[config.mk]
export PLATFORM = sky130hd
export DESIGN_NAME = uart_recv_ctrl
export DESIGN_NICKNAME = d
export VERILOG_FILES = /design/src/rtl/uart_pkg.sv /design/src/rtl/uart_rx_sync.sv /design/src/rtl/uart_recv_ctrl.sv
export SDC_FILE = /design/constraint.sdc
export NUM_CORES = 1
export LEC_CHECK = 0
export CAP_MARGIN = 25
export CORE_MARGIN = 2
export CORE_UTILIZATION = 40
export DETAILED_ROUTE_END_ITERATION = 7
export HOLD_SLACK_MARGIN = 0.03
export PLACE_DENSITY_LB_ADDON = 0.12
export SETUP_SLACK_MARGIN = 0.02
export SLEW_MARGIN = 20
export SYNTH_ARGS = -nofsm -noshare
export SYNTH_HDL_FRONTEND = slang
export SYNTH_HIERARCHICAL = 1
export SYNTH_SLANG_ARGS = --single-unit
[constraint.sdc]
create_clock -name clk -period 4.4 [get_ports clk]
set_clock_uncertainty 0.05 [all_clocks]
set_input_delay 0.88 -clock clk [delete_from_list [all_inputs] [get_ports clk]]
set_output_delay 0.88 -clock clk [all_outputs]
set_load 0.05 [all_outputs]
[src/rtl/uart_pkg.sv]
// Baud constants and receiver state encodings shared by the UART transmit and receive paths.
// UART_RECV_PARITY_EN (in uart_recv_ctrl) adds the PARITY state to the receive frame.
package uart_pkg;

  localparam int CYCLES_PER_BIT = 10416;
  localparam int HALF_BIT       = CYCLES_PER_BIT / 2;
  localparam int DATA_BITS      = 8;
  localparam int CNT_W          = 14;

  localparam logic [2:0] ST_IDLE   = 3'd0;
  localparam logic [2:0] ST_START  = 3'd1;
  localparam logic [2:0] ST_DATA   = 3'd2;
  localparam logic [2:0] ST_PARITY = 3'd3;
  localparam logic [2:0] ST_STOP   = 3'd4;

  typedef enum logic [2:0] {
    IDLE   = ST_IDLE,
    START  = ST_START,
    DATA   = ST_DATA,
    PARITY = ST_PARITY,
    STOP   = ST_STOP
  } state_t;

endpackage

[src/rtl/uart_rx_sync.sv]
// Two-flop synchroniser for the asynchronous rxd line plus a one-flop delay for falling-edge detect.
// Flops reset to 1 so an idle line never looks like a start edge out of reset.
module uart_rx_sync (
  input  logic clk,
  input  logic rst,
  input  logic rxd,
  output logic rxd_s,
  output logic fall
);

  logic rxd_meta;
  logic rxd_sync;
  logic rxd_d;

  always_ff @(posedge clk or negedge rst) begin
    if (!rst) begin
      rxd_meta <= 1'b1;
      rxd_sync <= 1'b1;
      rxd_d    <= 1'b1;
    end else begin
      rxd_meta <= rxd;
      rxd_sync <= rxd_meta;
      rxd_d    <= rxd_sync;
    end
  end

  assign rxd_s = rxd_sync;
  assign fall  = rxd_d & ~rxd_sync;

endmodule

[src/rtl/uart_recv_ctrl.sv]
// UART receiver (8N1, or 8E1 when UART_RECV_PARITY_EN is defined): start detect, mid-bit sampling,
// stop check, one-cycle valid / frame_err pulses.
//
//   state  | meaning
//   IDLE   | waiting for a falling edge on the synchronised line
//   START  | half a bit in, confirm start bit is still low
//   DATA   | sample one data bit per bit time, LSB first
//   PARITY | sample the even-parity bit (parity build only)
//   STOP   | sample stop bit, publish byte or flag framing error
module uart_recv_ctrl
  import uart_pkg::*;
#(
  parameter int CYCLES_PER_BIT = uart_pkg::CYCLES_PER_BIT,
  parameter int HALF_BIT       = uart_pkg::HALF_BIT,
  parameter int DATA_BITS      = uart_pkg::DATA_BITS
) (
  input  logic                 clk,
  input  logic                 rst,
  input  logic                 rxd,
  output logic [DATA_BITS-1:0] data,
  output logic                 valid,
  output logic                 frame_err,
`ifdef UART_RECV_PARITY_EN
  output logic                 parity_err,
`endif
  output logic                 busy
);

  localparam int BIT_W = (DATA_BITS > 1) ? $clog2(DATA_BITS) : 1;

  state_t               state;
  state_t               state_nxt;
  logic [CNT_W-1:0]     clk_cnt;
  logic [BIT_W-1:0]     bit_cnt;
  logic [DATA_BITS-1:0] shreg;
  logic                 rxd_s;
  logic                 fall;
  logic                 half_tc;
  logic                 bit_tc;
  logic                 last_bit;
  logic                 data_sample;
  logic                 stop_sample;
  logic                 frame_good;
  logic                 frame_bad;

  uart_rx_sync u_sync (
    .clk   (clk),
    .rst   (rst),
    .rxd   (rxd),
    .rxd_s (rxd_s),
    .fall  (fall)
  );

  assign half_tc  = (clk_cnt == CNT_W'(HALF_BIT - 1));
  assign bit_tc   = (clk_cnt == CNT_W'(CYCLES_PER_BIT - 1));
  assign last_bit = (bit_cnt == BIT_W'(DATA_BITS - 1));

  always_ff @(posedge clk or negedge rst) begin
    if (!rst) state <= IDLE;
    else      state <= state_nxt;
  end

  always_comb begin
    state_nxt = state;
    case (state)
      IDLE:   if (fall)    state_nxt = START;
      START:  if (half_tc) state_nxt = rxd_s ? IDLE : DATA;
      DATA:   if (bit_tc && last_bit) begin
`ifdef UART_RECV_PARITY_EN
                state_nxt = PARITY;
`else
                state_nxt = STOP;
`endif
              end
      PARITY: if (bit_tc)  state_nxt = STOP;
      STOP:   if (bit_tc)  state_nxt = IDLE;
      default:             state_nxt = IDLE;
    endcase
  end

`ifdef UART_RECV_PARITY_EN
  logic par_bit;
  logic par_sample;
  logic par_bad;
`endif

  always_comb begin
    busy        = (state != IDLE);
    data_sample = (state == DATA) && bit_tc;
    stop_sample = (state == STOP) && bit_tc;
    frame_bad   = stop_sample && !rxd_s;
`ifdef UART_RECV_PARITY_EN
    par_sample  = (state == PARITY) && bit_tc;
    par_bad     = stop_sample && ((^shreg) != par_bit);
    frame_good  = stop_sample && rxd_s && !par_bad;
`else
    frame_good  = stop_sample && rxd_s;
`endif
  end

  // Counter restarts on every state change so each state measures from its own entry edge.
  always_ff @(posedge clk or negedge rst) begin
    if (!rst) begin
      clk_cnt <= '0;
      bit_cnt <= '0;
      shreg   <= '0;
    end else begin
      if (state == IDLE || state_nxt != state || bit_tc) clk_cnt <= '0;
      else                                                clk_cnt <= clk_cnt + CNT_W'(1);

      if (state == IDLE)    bit_cnt <= '0;
      else if (data_sample) bit_cnt <= bit_cnt + BIT_W'(1);

      if (data_sample) shreg[bit_cnt] <= rxd_s;
    end
  end

  always_ff @(posedge clk or negedge rst) begin
    if (!rst) begin
      data      <= '0;
      valid     <= 1'b0;
      frame_err <= 1'b0;
    end else begin
      valid     <= frame_good;
      frame_err <= frame_bad;
      if (frame_good) data <= shreg;
    end
  end

`ifdef UART_RECV_PARITY_EN
  always_ff @(posedge clk or negedge rst) begin
    if (!rst) begin
      par_bit    <= 1'b0;
      parity_err <= 1'b0;
    end else begin
      if (par_sample) par_bit <= rxd_s;
      parity_err <= par_bad;
    end
  end
`endif

endmodule
# Word-level counts from Yosys, hierarchy flattened
# Index checks and enable logic that the tools add are counted.
[word_totals] register_bits=41 input_bits=3
[classes] n_mux=13 eq_ne=8 n_bitwise=2 order_cmp=2 add_sub_neg=2 n_reduce_logical=12
[op_table] op="$mux W3" n=7
[op_table] op="$pmux W3 S5" n=1
[op_table] op="$add A14 B1 Y14 const B" n=1
[op_table] op="$eq A14 B13 Y1 const B" n=1
[op_table] op="$eq A14 B14 Y1 const B" n=1
[op_table] op="$mux W14" n=1
[op_table] op="$bwmux W8" n=1
[op_table] op="$eq A3 B2 Y1 const B" n=2
[op_table] op="$eq A3 B3 Y1 const B" n=2
[op_table] op="$logic_and A1 B1 Y1" n=6
[op_table] op="$lt A3 B4 Y1 const B" n=1
[op_table] op="$add A3 B1 Y3 const B" n=1
[op_table] op="$demux W1 S3" n=1
[op_table] op="$eq A3 B1 Y1 const B" n=1
[op_table] op="$ge A3 B1 Y1 const B" n=1
[op_table] op="$logic_not A3 Y1" n=1
[op_table] op="$ne A3 B3 Y1" n=1
[op_table] op="$reduce_bool A3 Y1" n=1
[op_table] op="$logic_or A1 B1 Y1" n=2
[op_table] op="$mux W2" n=1
[op_table] op="$reduce_bool A2 Y1" n=1
[op_table] op="$and A1 B1 Y1" n=1
[op_table] op="$logic_not A1 Y1" n=1
[op_table] op="$mux W1" n=1
[op_table] op="$not A1 Y1" n=1

# Longest topological paths before layout
[depth] word_depth=8 depth_mapped=6 mapped_depth_nobuf=5

# By module
# The synthesis kept the hierarchy.
[by_module_without_submodules] module="uart_recv_ctrl" cells_per_inst=173 area_each_um2=1934.4 seq_area_each_um2=950.9 instances=1
[by_module_without_submodules] module="uart_rx_sync" cells_per_inst=4 area_each_um2=92.6 seq_area_each_um2=78.8 instances=1

# Worst setup path before layout
# No wires, ideal clock.
[synth_path] kind="register to output" from="register state[0]" to="output port busy" stages_incl_launch_ff=3 arrival_time_ps=1078 required_ps=3470 setup_slack_ps=2392 path_buffers=1 path_cell_list="dfrtp_1 > buf_2 > or3_1"
[synth_between] elab_chain_cells=1
[synth_lines] item="start: declaration" line="uart_recv_ctrl.sv:31" text="state_t state;"
[synth_lines] item="start signal: assignment" line="uart_recv_ctrl.sv:60" text="else state <= state_nxt;"
[synth_lines] item="$reduce_bool A3 Y1" line="uart_recv_ctrl.sv:88" text="busy = (state != IDLE);"
[synth_lines] item="end: declaration" line="uart_recv_ctrl.sv:26" text="output logic busy"
# No other way between the ends.

# Worst setup path after layout
# Ends and elaborated chain as after synthesis.

==> results.py <==
metrics = {
    "route": {
        "drc_errors": 0,
        "vias_per_cell": 5.28,
        "detail-route-antenna-nets": 0,
        "wl_um": 3780,
        "first_pass_iters": 4,
        "vias": 1351,
        "wire_per_inst_um": 14.8,
        "drtIter0Drc": 64,
    },
    "cts": {
        "path_clk_slew_ps": 80,
        "cts_hold_buf": 0,
        "post_cts_buffers": 0,
        "cts_max_level": 2,
        "cts-root-buf": "clkbuf_8",
        "clk_path_buf_depth": 2,
        "clock_sinks": 41,
        "cts_buffers": 5,
        "worst_skew_pair.late_latency_ps": 290,
        "cts_tree": "done",
        "cts_resized": 0,
    },
    "logic_synthesis": {
        "postSynth.asyncResetShare_pct": 100,
        "synth_edf_count": 0,
        "synthTopCellsByCount": "dfrtp_1, nor2_1, nand3_1",
        "yosysMostFrequentCell": "dfrtp_1",
        "synth_top_area_share_pct": 46.9,
        "syn_inst": 177,
        "syn_avg_cell_area_um2": 11.5,
        "synth-main-ff-cell": "dfrtp_1",
        "yosysTopAreaCell": "dfrtp_1",
        "synthTopCellsByArea": "dfrtp_1, mux2_4, mux2_2, dfstp_2, nor2_1",
        "yosysUniqueCellTypes": 43,
        "syn_area_um2": 2030,
        "syn-num-nets": 183,
        "ys_seq_area_share_pct": 50.8,
        "synth-seq-cells": 41,
        "ys_warn_count": 6,
    },
    "hold_path": {
        "min_from": "u_sync/rxd_meta",
        "hold_path.class": "flip-flop to flip-flop",
        "worstHoldEndpoint": "u_sync/rxd_s",
        "holdPathStages": 0,
    },
    "floorplanning": {
        "dieHeight_um": 75.2,
        "boundaryPins": 14,
        "initial_core_util_pct": 42.1,
        "die_w_um": 75.2,
        "rows": 25,
        "coreArea_um2": 4820,
        "die_area_um2": 5650,
    },
    "job": {
        "maxCapViolCount": 0,
    },
    "setup_path": {
        "slowest_stage": "clkdlybuf4s50_1",
        "cp.required_ps": 3470,
        "r2r_cells": 5,
        "crit_family": "buffers and inverters",
        "crit_start": "state[0]",
        "crit_path_max_incr_delay_ps": 710,
        "crit_arrival_ps": 1900,
        "path_buf_inv": 1,
        "cp-end-kind": "output pin",
        "crit_fanout": 11,
        "r2r_end": "data[3]",
        "path_class": "flip-flop to output pin",
        "crit_chain": "or3_1 -> clkdlybuf4s50_1",
        "cp-start-kind": "flip-flop",
        "rr_startpoint": "clk_cnt[0]",
        "rrSetupSlack_ps": 2180,
    },
    "timing": {
        "finalSetupViolations": 0,
        "slew_violations": 0,
        "grt_setup_unrepaired": "no",
        "fin_crit_sh_pct": 64.3,
        "relSlewSlack_pct": 39.1,
        "setup_tns_ps": 0,
        "worst_pin_slew_ps": 913,
        "finalCriticalPeriod_ps": 2830,
        "hold_viol": 0,
        "fmax_mhz": 354,
    },
    "global_route": {
        "grt-ovfl-total": 0,
        "grt_max_degree": 42,
        "grt_pass1_vias": 1395,
        "antenna_found_initial": 0,
        "grt_pass1_wl_um": 6430,
        "grt_util_all_layers_pct": 15.3,
    },
    "layout": {
        "nFillCells": 446,
        "seq_area_um2": 1030,
        "drive_gt1_share_pct": 19.6,
        "multi_input_area_um2": 922,
        "finalInstanceArea_um2": 2300,
        "area_growth_pct": 13.3,
        "stdcell_count": 256,
        "nets": 194,
        "antennaDiodeCount": 0,
    },
    "power_and_ir_drop": {
        "power_per_cell_area_nw_per_um2": 362,
        "p_leak_nw": 0.987,
        "ir_drop_mv": 0.242,
    },
    "placement": {
        "placedCellCount": 248,
        "io_buffers": 13,
        "dp_hpwl_um": 2550,
        "gp_congestion": 0.845,
        "place_area_um2": 2180,
    },
    "status": {
        "outcome": "finished clean",
    },
}
-- layout make-up --
class | instances | area share [%]
Sequential cell | 41 | 44.9
Timing Repair Buffer | 13 | 5.45
Clock inverter | 1 | 1.31
Tap cell | 67 | 3.65
Inverter | 5 | 0.817
Multi-Input combinational cell | 122 | 40.2
Clock buffer | 7 | 3.76
-- through the flow --
| step | total power [mW] | hold slack (ps) | util [%] | setup WS, ps |
|---|---|---|---|---|
| floorplan | 0.503 | 295 | - | 2390 |
| global placement | 0.526 | 296 | 45.2 | 1930 |
| detailed placement | 0.530 | 298 | 45.2 | 1890 |
| CTS | 0.844 | 310 | 47.7 | 1570 |
| global route | 0.873 | 317 | 47.7 | 1490 |
| finish | 0.832 | 308 | 47.7 | 1570 |
-- placed cells by master, fill, tap and decap left out, types with 2 or more instances in the layout --
master / n
ha_1: 3
mux2_2: 8
nor4bb_1: 2
nand3_1: 10
nor2_1: 20
nor3_1: 5
nand4_1: 3
dfstp_2: 3
nor4_1: 7
and3_1: 2
or2_2: 4
mux2_4: 8
nor3b_1: 2
o21ai_0: 5
dfrtp_1: 38
nor4b_1: 2
nand2_1: 7
and4bb_1: 2
clkbuf_8: 6
clkdlybuf4s50_1: 12
nand4b_1: 2
xor2_1: 3
xnor2_1: 8
o211ai_1: 2
inv_1: 5
or3_1: 2
-- flip-flops by register name, indices dropped and copies added (netlist names) --
register and flops:
clk_cnt 14, u_sync/rxd_s 1, u_sync/rxd_meta 1, frame_err 1, state 3, bit_cnt 3, u_sync/rxd_d 1, shreg 8
data 8, valid 1
-- layer usage --
| layer | share of wire (%) | track usage [%] | vias to the layer above |
|---|---|---|---|
| li1 | - | - | 650 |
| met1 | 46 | 18.6 | 666 |
| met2 | 50 | 25.7 | 29 |
| met3 | 3.2 | 4.42 | 6 |
| met4 | 1.2 | 5.65 | 0 |
| met5 | 0 | 0 | - |
-- cell families (layout without fill, tap and decap cells) --
kind of cell	after synthesis	in the layout	share of synthesized area [%]
compound gates	12	12	4.14
simple gates	79	79	23.9
xor+xnor	11	11	4.75
mux	17	17	10.9
flops	41	41	50.8
buf+inv	14	26	3.70
fa+ha+maj	3	3	1.85
-- how the worst max path moves through the flow --
stage	to	slack, ps	depth (start not counted)
detailed placement	busy	1890	2
CTS	busy	1570	2
global placement	busy	1930	2
floorplan	busy	2390	2
global route	busy	1490	2
finish	busy	1570	2
-- report_power, final --
part           leakage [nW]  switching (mW)  internal [mW]
Clock                0.0585           0.124          0.185
Combinational         0.376          0.0510         0.0360
Sequential            0.552          0.0328          0.403
Total                 0.987           0.208          0.623
-- worst reg2reg max path: stages (launching register included) --
cell     delay [ps]
dfrtp_1         380
ha_1            240
and3_1          290
nand4_4         260
or2_1           500
mux2_4          370
Power figures use the tool's default switching activity.
